<file path="src/rtl/axi4_lite_slave_ctrl_pkg.sv">
// Shared types for the AXI4-Lite slave controller: response codes, FSM states, arbiter flag.
// Defining AXI4_LITE_CTRL_PROT_CHECK_EN makes unprivileged accesses (AxPROT[0]=0) fail with SLVERR.
package axi4_types;

  typedef enum logic [1:0] {
    OKAY   = 2'b00,
    EXOKAY = 2'b01,
    SLVERR = 2'b10,
    DECERR = 2'b11
  } axi4_resp_el;

  typedef enum logic [1:0] {W_IDLE, W_WAIT, W_EXEC, W_RESP} wr_state_t;
  typedef enum logic [1:0] {R_IDLE, R_EXEC, R_DATA} rd_state_t;
  typedef enum logic {LAST_WR = 1'b0, LAST_RD = 1'b1} last_gnt_t;

  // Grant vector bit positions
  localparam int GNT_WR = 0;
  localparam int GNT_RD = 1;

`ifdef AXI4_LITE_CTRL_PROT_CHECK_EN
  localparam bit PROT_CHECK_EN = 1'b1;
`else
  localparam bit PROT_CHECK_EN = 1'b0;
`endif

  function automatic logic prot_reject(input logic [2:0] prot);
    return PROT_CHECK_EN && !prot[0];
  endfunction

endpackage

</file>
<file path="src/rtl/axi4_lite_port_arb.sv">
// Two-requester round-robin arbiter for the shared register port; bit 0 = write, bit 1 = read.
// On a tie the side not granted last wins; the last-grant flag resets to "write".
module axi4_lite_port_arb
  import axi4_types::*;
(
  input  logic       clk,
  input  logic       rst_n,
  input  logic [1:0] req,
  output logic [1:0] gnt
);

  last_gnt_t last_q;

  always_comb begin
    // NOTE: assign a default before any branch so no path leaves gnt unassigned (which would infer a latch).
    gnt = 2'b00;
    if (req == 2'b11) gnt = (last_q == LAST_RD) ? 2'b01 : 2'b10;
    else              gnt = req;
  end

  always_ff @(posedge clk) begin
    // NOTE: non-blocking assignments so every flop samples pre-edge values regardless of block order.
    if (!rst_n)              last_q <= LAST_WR;
    else if (gnt[GNT_RD])    last_q <= LAST_RD;
    else if (gnt[GNT_WR])    last_q <= LAST_WR;
  end

endmodule

</file>
<file path="src/rtl/axi4_lite_slave_ctrl.sv">
// AXI4-Lite slave: independent write/read FSMs sharing a single-ported register backend.
// Optional AXI4_LITE_CTRL_PROT_CHECK_EN rejects unprivileged accesses like misaligned ones.
module axi4_lite_slave_ctrl
  import axi4_types::*;
#(
  parameter int SIZE_WORD = 32,
  parameter int SIZE_STRB = SIZE_WORD / 8,
  parameter int SIZE_ADDR = SIZE_WORD
) (
  input  logic                 ACLK,
  input  logic                 ARSTn,
  input  logic                 AWVALID,
  output logic                 AWREADY,
  input  logic [SIZE_ADDR-1:0] AWADDR,
  input  logic [2:0]           AWPROT,
  input  logic                 WVALID,
  output logic                 WREADY,
  input  logic [SIZE_WORD-1:0] WDATA,
  input  logic [SIZE_STRB-1:0] WSTRB,
  output logic                 BVALID,
  input  logic                 BREADY,
  output axi4_resp_el          BRESP,
  input  logic                 ARVALID,
  output logic                 ARREADY,
  input  logic [SIZE_ADDR-1:0] ARADDR,
  input  logic [2:0]           ARPROT,
  output logic                 RVALID,
  input  logic                 RREADY,
  output logic [SIZE_WORD-1:0] RDATA,
  output axi4_resp_el          RRESP,
  output logic                 reg_en,
  output logic                 reg_we,
  output logic [SIZE_ADDR-1:0] reg_addr,
  output logic [SIZE_WORD-1:0] reg_wdata,
  output logic [SIZE_STRB-1:0] reg_wstrb,
  input  logic [SIZE_WORD-1:0] reg_rdata,
  input  logic                 reg_err
);

  localparam logic [SIZE_ADDR-1:0] ALIGN_MASK = SIZE_ADDR'(SIZE_STRB - 1);

  wr_state_t wr_state, wr_next;
  rd_state_t rd_state, rd_next;

  logic                 ready_en, aw_held, w_held, b_err_q, r_err_q;
  logic [SIZE_ADDR-1:0] aw_addr_q, ar_addr_q;
  logic [2:0]           aw_prot_q, ar_prot_q;
  logic [SIZE_WORD-1:0] w_data_q, rdata_q;
  logic [SIZE_STRB-1:0] w_strb_q;
  logic                 aw_hs, w_hs, ar_hs, wr_reject, rd_reject, wr_req, rd_req;
  logic [1:0]           gnt;

  // ready_en keeps all READYs low until the first edge that sees ARSTn high
  assign AWREADY = ready_en && (wr_state == W_IDLE || wr_state == W_WAIT) && !aw_held;
  assign WREADY  = ready_en && (wr_state == W_IDLE || wr_state == W_WAIT) && !w_held;
  assign ARREADY = ready_en && (rd_state == R_IDLE);
  assign aw_hs   = AWVALID && AWREADY;
  assign w_hs    = WVALID && WREADY;
  assign ar_hs   = ARVALID && ARREADY;

  assign wr_reject = (|(aw_addr_q & ALIGN_MASK)) || prot_reject(aw_prot_q);
  assign rd_reject = (|(ar_addr_q & ALIGN_MASK)) || prot_reject(ar_prot_q);
  assign wr_req    = (wr_state == W_EXEC) && !wr_reject;
  assign rd_req    = (rd_state == R_EXEC) && !rd_reject;

  axi4_lite_port_arb u_arb (
    .clk   (ACLK),
    .rst_n (ARSTn),
    .req   ({rd_req, wr_req}),
    .gnt   (gnt)
  );

  always_comb begin
    wr_next = wr_state;
    case (wr_state)
      W_IDLE, W_WAIT: begin
        if ((aw_held || aw_hs) && (w_held || w_hs))  wr_next = W_EXEC;
        else if (aw_held || aw_hs || w_held || w_hs) wr_next = W_WAIT;
      end
      W_EXEC:  if (wr_reject || gnt[GNT_WR]) wr_next = W_RESP;
      W_RESP:  if (BREADY) wr_next = W_IDLE;
      default: wr_next = W_IDLE;
    endcase
  end

  always_comb begin
    rd_next = rd_state;
    case (rd_state)
      R_IDLE:  if (ar_hs) rd_next = R_EXEC;
      R_EXEC:  if (rd_reject || gnt[GNT_RD]) rd_next = R_DATA;
      R_DATA:  if (RREADY) rd_next = R_IDLE;
      default: rd_next = R_IDLE;
    endcase
  end

  always_ff @(posedge ACLK) begin
    // NOTE: datapath latches are reset too, so reg_*/RDATA/RESP read as 0/OKAY during reset.
    if (!ARSTn) begin
      ready_en  <= 1'b0;
      wr_state  <= W_IDLE;
      aw_held   <= 1'b0;
      w_held    <= 1'b0;
      aw_addr_q <= '0;
      aw_prot_q <= '0;
      w_data_q  <= '0;
      w_strb_q  <= '0;
      b_err_q   <= 1'b0;
    end else begin
      ready_en <= 1'b1;
      wr_state <= wr_next;
      if (aw_hs) begin
        aw_held   <= 1'b1;
        aw_addr_q <= AWADDR;
        aw_prot_q <= AWPROT;
      end
      if (w_hs) begin
        w_held   <= 1'b1;
        w_data_q <= WDATA;
        w_strb_q <= WSTRB;
      end
      if (wr_state == W_EXEC) begin
        if (wr_reject)          b_err_q <= 1'b1;
        else if (gnt[GNT_WR])   b_err_q <= reg_err;
      end
      if (wr_state == W_RESP && BREADY) begin
        aw_held <= 1'b0;
        w_held  <= 1'b0;
      end
    end
  end

  always_ff @(posedge ACLK) begin
    if (!ARSTn) begin
      rd_state  <= R_IDLE;
      ar_addr_q <= '0;
      ar_prot_q <= '0;
      rdata_q   <= '0;
      r_err_q   <= 1'b0;
    end else begin
      rd_state <= rd_next;
      if (ar_hs) begin
        ar_addr_q <= ARADDR;
        ar_prot_q <= ARPROT;
      end
      if (rd_state == R_EXEC) begin
        if (rd_reject) begin
          rdata_q <= '0;
          r_err_q <= 1'b1;
        end else if (gnt[GNT_RD]) begin
          rdata_q <= reg_err ? '0 : reg_rdata;
          r_err_q <= reg_err;
        end
      end
    end
  end

  // Backend port carries only the granted side's word-aligned request
  always_comb begin
    reg_addr  = '0;
    reg_wdata = '0;
    reg_wstrb = '0;
    if (gnt[GNT_WR]) begin
      reg_addr  = aw_addr_q & ~ALIGN_MASK;
      reg_wdata = w_data_q;
      reg_wstrb = w_strb_q;
    end else if (gnt[GNT_RD]) begin
      reg_addr  = ar_addr_q & ~ALIGN_MASK;
    end
  end

  assign reg_en = |gnt;
  assign reg_we = gnt[GNT_WR];

  assign BVALID = (wr_state == W_RESP);
  assign BRESP  = (BVALID && b_err_q) ? SLVERR : OKAY;
  assign RVALID = (rd_state == R_DATA);
  assign RRESP  = r_err_q ? SLVERR : OKAY;
  assign RDATA  = rdata_q;

endmodule
</file>
<file path="config.mk">
export PLATFORM = sky130hd
export DESIGN_NAME = axi4_lite_slave_ctrl
export DESIGN_NICKNAME = d
export VERILOG_FILES = /design/src/rtl/axi4_lite_slave_ctrl_pkg.sv /design/src/rtl/axi4_lite_port_arb.sv /design/src/rtl/axi4_lite_slave_ctrl.sv
export SDC_FILE = /design/constraint.sdc
export NUM_CORES = 1
export LEC_CHECK = 0
export ABC_AREA = 1
export CORE_ASPECT_RATIO = 0.75
export CORE_MARGIN = 2
export CORE_UTILIZATION = 47
export CTS_BUF_LIST = sky130_fd_sc_hd__clkbuf_2
export CTS_CLUSTER_DIAMETER = 50
export CTS_CLUSTER_SIZE = 40
export DETAILED_ROUTE_END_ITERATION = 10
export MAX_ROUTING_LAYER = met4
export PLACE_DENSITY = 0.89
export SYNTH_ARGS = -nofsm -noshare
export SYNTH_HDL_FRONTEND = slang
export SYNTH_HIERARCHICAL = 1
export SYNTH_SLANG_ARGS = --single-unit
export TNS_END_PERCENT = 30
</file>
<file path="constraint.sdc">
create_clock -name ACLK -period 3.3 [get_ports ACLK]
set_input_delay 0.66 -clock ACLK [delete_from_list [all_inputs] [get_ports ACLK]]
set_output_delay 0.66 -clock ACLK [all_outputs]
set_load 0.05 [all_outputs]
</file>
; Word-level counts from Yosys, hierarchy flattened
; Cells that the tools add are included.
[word_totals]
regBits = 142
in_bits = 146
elab_cells = 90
[op_classes]
n_eq_ne = 12
muxes = 27
n_bitwise = 1
n_reduce_logical = 37
[ops]
columns = op, n
row1 = 32-bit 2-to-1 mux, 6
row2 = 2-bit 2-to-1 mux, 11
row3 = 1-bit logical AND, 12
row4 = 2-bit one-hot mux with 3 select lines, 2
row5 = 2-bit OR reduction, 5
row6 = 2-bit == test (second input constant), 4
row7 = 2-bit by 1-bit inequality test with 1-bit output (second input constant), 4
row8 = 1-bit logical OR, 7
row9 = 1-bit 2-to-1 mux, 7
row10 = 3-bit AND reduction, 2
row11 = 2-bit nonzero test, 3
row12 = 2-bit by 1-bit == test with 1-bit output (second input constant), 2
row13 = 1-bit zero test, 4
row14 = 2-bit zero test, 2
row15 = 4-bit 2-to-1 mux, 1
row16 = 2-bit AND reduction, 2
row17 = 3-bit inequality test (second input constant), 1
row18 = 2-bit inequality test (second input constant), 1
row19 = 1-bit inverter, 1

; Logic depth before layout (Yosys ltp)
[logic_depth]
ltp_word = 11
depth_mapped = 14
mapped_depth_nobuf = 13

; Cells and area by module
; Netlist, hierarchy kept.
[by_module_without_submodules]
columns = mod, instances, cells_per_inst, area_per_inst_um2, seq_area_each_um2
row1 = axi4_lite_slave_ctrl, 1, 769, 5706.7, 2822.7
row2 = axi4_lite_port_arb, 1, 8, 50.0, 20.0

; Least setup slack after synthesis
; Ideal clock, no wire load.
[synth_timing]
path_kind = reg2out
startpoint = register wr_state[1]
endpoint = output port reg_addr[27]
t_arrival_ns = 3.232
slack_ns = -0.592
path_stages_with_launch = 12
path_buffers = 3
cell_sequence = dfxtp_1 -> inv_1 -> nor2_1 -> inv_1 -> nor2_1 -> inv_1 -> o21ai_0 -> buf_2 -> buf_2 -> buf_1 -> nand2_1 -> o31ai_1
[synth_between]
word_cells_on_any_way = 6
cone_classes = 2 x eq/ne / 3 x mux / 1 x reduce/logical
[synth_lines]
columns = element, line
row1 = start: declaration, axi4_lite_slave_ctrl.sv:42  ; wr_state_t wr_state, wr_next;
row2 = start signal: assignment, axi4_lite_slave_ctrl.sv:110  ; wr_state <= wr_next;
row3 = 2-bit == test *, axi4_lite_slave_ctrl.sv:63  ; assign wr_req = (wr_state == W_EXEC) && !wr_reject;
row4 = 1-bit logical AND *, axi4_lite_slave_ctrl.sv:63
row5 = net wr_req, axi4_lite_slave_ctrl.sv:50  ; logic aw_hs, w_hs, ar_hs, wr_reject, rd_reject, wr_req, rd_req;
row6 = 2-bit == test, axi4_lite_port_arb.sv:17  ; if (req == 2'b11) gnt = (last_q == LAST_RD) ? 2'b01 : 2'b10;
row7 = 2-bit 2-to-1 mux *, axi4_lite_port_arb.sv:17
row8 = net reg_we, axi4_lite_slave_ctrl.sv:32  ; output logic reg_we,
row9 = 32-bit 2-to-1 mux *, axi4_lite_slave_ctrl.sv:162  ; if (gnt[GNT_WR]) begin
row10 = end: declaration, axi4_lite_slave_ctrl.sv:33  ; output logic [SIZE_ADDR-1:0] reg_addr,
; The timed path passes the listed nets; every way through them passes the cells marked *.

; Worst setup path in the final report
[layout_timing]
startpoint = register rd_state[0]
endpoint = output port reg_addr[4]
[layout_between]
elab_chain_len = 6
[layout_lines]
columns = element, line
row1 = start: declaration, axi4_lite_slave_ctrl.sv:43  ; rd_state_t rd_state, rd_next;
row2 = start signal: assignment, axi4_lite_slave_ctrl.sv:140  ; rd_state <= rd_next;
row3 = 2-bit by 1-bit == test with 1-bit output *, axi4_lite_slave_ctrl.sv:64  ; assign rd_req = (rd_state == R_EXEC) && !rd_reject;
row4 = 1-bit logical AND *, axi4_lite_slave_ctrl.sv:64
row5 = net rd_req, axi4_lite_slave_ctrl.sv:50
row6 = 2-bit == test, axi4_lite_port_arb.sv:17
row7 = 2-bit 2-to-1 mux *, axi4_lite_port_arb.sv:17
row8 = net gnt[1], axi4_lite_slave_ctrl.sv:51  ; logic [1:0] gnt;
row9 = 32-bit 2-to-1 mux *, axi4_lite_slave_ctrl.sv:166  ; end else if (gnt[GNT_RD]) begin
row10 = 32-bit 2-to-1 mux *, axi4_lite_slave_ctrl.sv:162
; Marks and branches as above.

==> results.md <==
* CTS buffer count at 17
* GRT overflow at 0
* Number of global-route vias before repair at 5,879
* DIE HEIGHT at 99.8 µm
* Largest stage delay on the critical path at 0.38 ns
* Final-report hold violation count at 0
* Switching Fraction at 0.323
* Antenna Nets Post-Route at 0
* H-tree depth at 4
* CTS Sinks at 142
* Avg WL per Cell at 16.3 µm
* FF-to-FF path depth at 10
* Crit start category: register
* Switch Pwr at 0.00133 W
* Total power at 0.00414 W
* Most frequent cells in the layout: 179 x nor2_1, 177 x clkdlybuf4s50_1, 138 x dfxtp_1
* Synth Area in XOR/XNOR at 0
* Post-Syn Area at 5760 µm²
* Crit end category: output port
* Crit path from: rd_state[0]
* Worst Tran Pin Value at 1.19 ns
* Top post-synthesis cells by area: dfxtp_1 49%, nor2_1 12%, o21ai_0 8.3%
* Most area-hungry cell type in the Yosys netlist: dfxtp_1
* Sequential share of power at 0.461
* Worst-path fanout max at 8
* Setup-failing EPs final at 0
* Clock Path Buffers at 2
* Slew Limit Fails at 0
* Commonest non-fill, non-tap cell in the layout: nor2_1
* Leak pwr at 3.99 nW
* Pwr Density at 430 nW/µm²
* Final setup TNS at 0 ns
* Vias per cell at 5.09
* Max-slew headroom at 0.202
* GRT Total Usage at 0.282
* Comb pwr share at 0.260
* Die ar. at 13,200 µm²
* Core area at 11,800 µm²
* TritonCTS clock tree: yes
* Cell chain of the critical path: inv_2 > nor2_4 > nand2_2 > inv_2 > and2_4 > clkinvlp_4 > clkbuf_16 > o31ai_4 > buf_12
* #FFs+latches synth at 142
* Worst flop-to-flop path startpoint: rd_state[0]
* DIE WIDTH at 132 µm
* Area of the multi-input gates at 2730 µm²
* Max-Cap Viols at 0
* Clk slew on worst S/H paths at 0.23 ns
* Share of cells above drive strength 1 at 0.178
* Internal power at 0.00280 W
* Post-DP Area at 8630 µm²
* Detailed placement HPWL at 12.0 mm
* Clock power frac at 0.279
* Global-route wire length before repair at 28.6 mm
* Capture point of the critical path: reg_addr[4]
* Ant. Diodes at 0
* Most frequent CP cell: inv_2
* CTS root buf: clkbuf_2
* Hold crit path type: in -> reg
* Worst EP required at 2.64 ns
* Status: finished, final reports clean
* Sequential share of the synthesized area at 0.494
* Critical Path Stages at 9
* Row cnt at 34
* Mapped Cells at 777
* Clock Skew at 0.0431 ns
* R2R setup slack at 0.60 ns
* Reg area at 2860 µm²
* Area share of the leading cell type in the synthesized netlist at 0.494
* Worst skew pair latency at 0.69 ns
* Nets at 1,161
* WL final at 19.4 mm
* CP Buf/Inv Count at 5
* Initial drt markers at 325
* Routability cong. at 0.840
* Syn avg cell area at 7.41 µm²
* Largest family of logic cells by synthesized area: compound AO/OA/AOI/OAI gates
* Yosys cell types at 28
* Max rail drop VDD at 0.263 mV
* Simple-Gate Fraction of Synth Area at 0.192
* Layout fillers at 755
* Largest net degree at the start of global routing at 52
* Final period util at 0.967
* Design area at 9610 µm²
* Buffers on Ports at 246
* Multiplexer share of the synthesized area at 0
* Period minus WS final at 3.19 ns
* Critical Path AT at 2.53 ns
* Synth Area in Adders at 0
* Ys Warns at 6
* Crit-path leading delay family: buffers and inverters
* Critical R2R Capture: RDATA[20]
* Area Overhead vs Synth at 67.0%
* Synth Area in Compound Gates at 0.205
* DRC at 0
* Max frequency at 313 MHz
* I/O pins at 257
* TritonRoute pass-1 iters at 5
* Critical path class: reg -> out
* Vias at 6,061
* Initial antenna violation count at 0
* Effective utilization at floorplan at 0.489
* Worst hold margin at 0.427 ns
* Crit-path slowest cell: dfxtp_4
==> power groups by stage <==
stage	Sequential [W]	Clock [W]	Combinational (W)
after CTS	0.00190	0.00116	0.000974
after global placement	0.00193	0	0.000868
after floorplan	0.00193	0	0.000493
after detailed placement	0.00193	0	0.000885
final	0.00190	0.00115	0.00108
after global routing	0.00192	0.00124	0.00115
==> cell families after synthesis <==
kind of cell | Yosys count
AND/OR/NAND/NOR | 282
AO/OA/AOI/OAI | 203
buffers and inverters | 149
flip-flops | 142
other | 1
==> layer usage <==
metal | global-route usage | wire length [µm]
met1 | 0.314 | 7690
met2 | 0.483 | 9570
met3 | 0.0960 | 1590
met4 | 0.0920 | 501
met5 | - | 0
==> stage by stage <==
stage                     setup WS, ns  utilization  std cells
after floorplan                  0.124            -        780
after global placement           0.430        0.732       1139
after detailed placement         0.349        0.732       1139
after CTS                      -0.0685        0.779       1178
after global routing           -0.0747        0.816       1190
final                            0.110        0.816       1190
==> worst reg2reg max path: cells and delay by family, from the launching register on <==
family | cells | cell delay, ns
buffers and inverters | 4 | 0.60
AND/OR/NAND/NOR | 5 | 1.48
AO/OA/AOI/OAI | 1 | 0.20
flip-flops | 1 | 0.38
==> cells in the mapped netlist <==
| cell type | n |
|---|---|
| a21oi_1 | 35 |
| a21oi_2 | 1 |
| a221oi_1 | 1 |
| a22oi_1 | 31 |
| and2_1 | 1 |
| buf_1 | 5 |
| buf_2 | 12 |
| buf_4 | 6 |
| buf_6 | 3 |
| clkbuf_1 | 31 |
| clkbuf_2 | 2 |
| clkinv_1 | 2 |
| conb_1 | 1 |
| dfxtp_1 | 142 |
| inv_1 | 85 |
| inv_2 | 3 |
| nand2_1 | 85 |
| nand2_2 | 2 |
| nand3_1 | 5 |
| nor2_1 | 183 |
| nor2_4 | 1 |
| nor3_1 | 2 |
| nor3_2 | 2 |
| nor3_4 | 1 |
| o211ai_1 | 2 |
| o21ai_0 | 96 |
| o21ai_1 | 7 |
| o31ai_1 | 30 |
==> worst min path at each step <==
| stage | end | from | cells after the start |
|---|---|---|---|
| floorplan | ar_addr_q[10] | ar_addr_q[10] | 2 |
| global placement | ar_addr_q[24] | ar_addr_q[24] | 2 |
| detailed placement | ar_addr_q[10] | ar_addr_q[10] | 2 |
| CTS | w_data_q[0] | ARSTn | 3 |
| global route | w_data_q[16] | ARSTn | 3 |
| finish | w_strb_q[0] | ARSTn | 3 |
==> repair_timing <==
action                     CTS  global route
hold buffers                 0             0
pin swaps                    1             4
setup endpoints to repair   68            68
cloned                       3             4
buffers inserted             4             8
resized for setup           67            53
==> cell type report <==
| cell class | instances | share of cell area |
|---|---|---|
| repair buffers | 275 | 0.333 |
| clock buffers | 17 | 0.00885 |
| well taps | 162 | 0.0211 |
| multi-input cells | 489 | 0.284 |
| flip-flops and latches | 142 | 0.297 |
| inverters | 90 | 0.0358 |
| clock inverters | 15 | 0.0200 |
==> state kept, by name (all words and copies together) (netlist names) <==
register and count:
u_arb/last_q 1, b_err_q 1, aw_held 1, w_strb_q 4, RDATA 32, aw_addr_q 32
r_err_q 1, rd_state 2, w_held 1, ar_addr_q 32, wr_state 2, ready_en 1
w_data_q 32
Note: power is estimated with default switching activity, not from simulation.
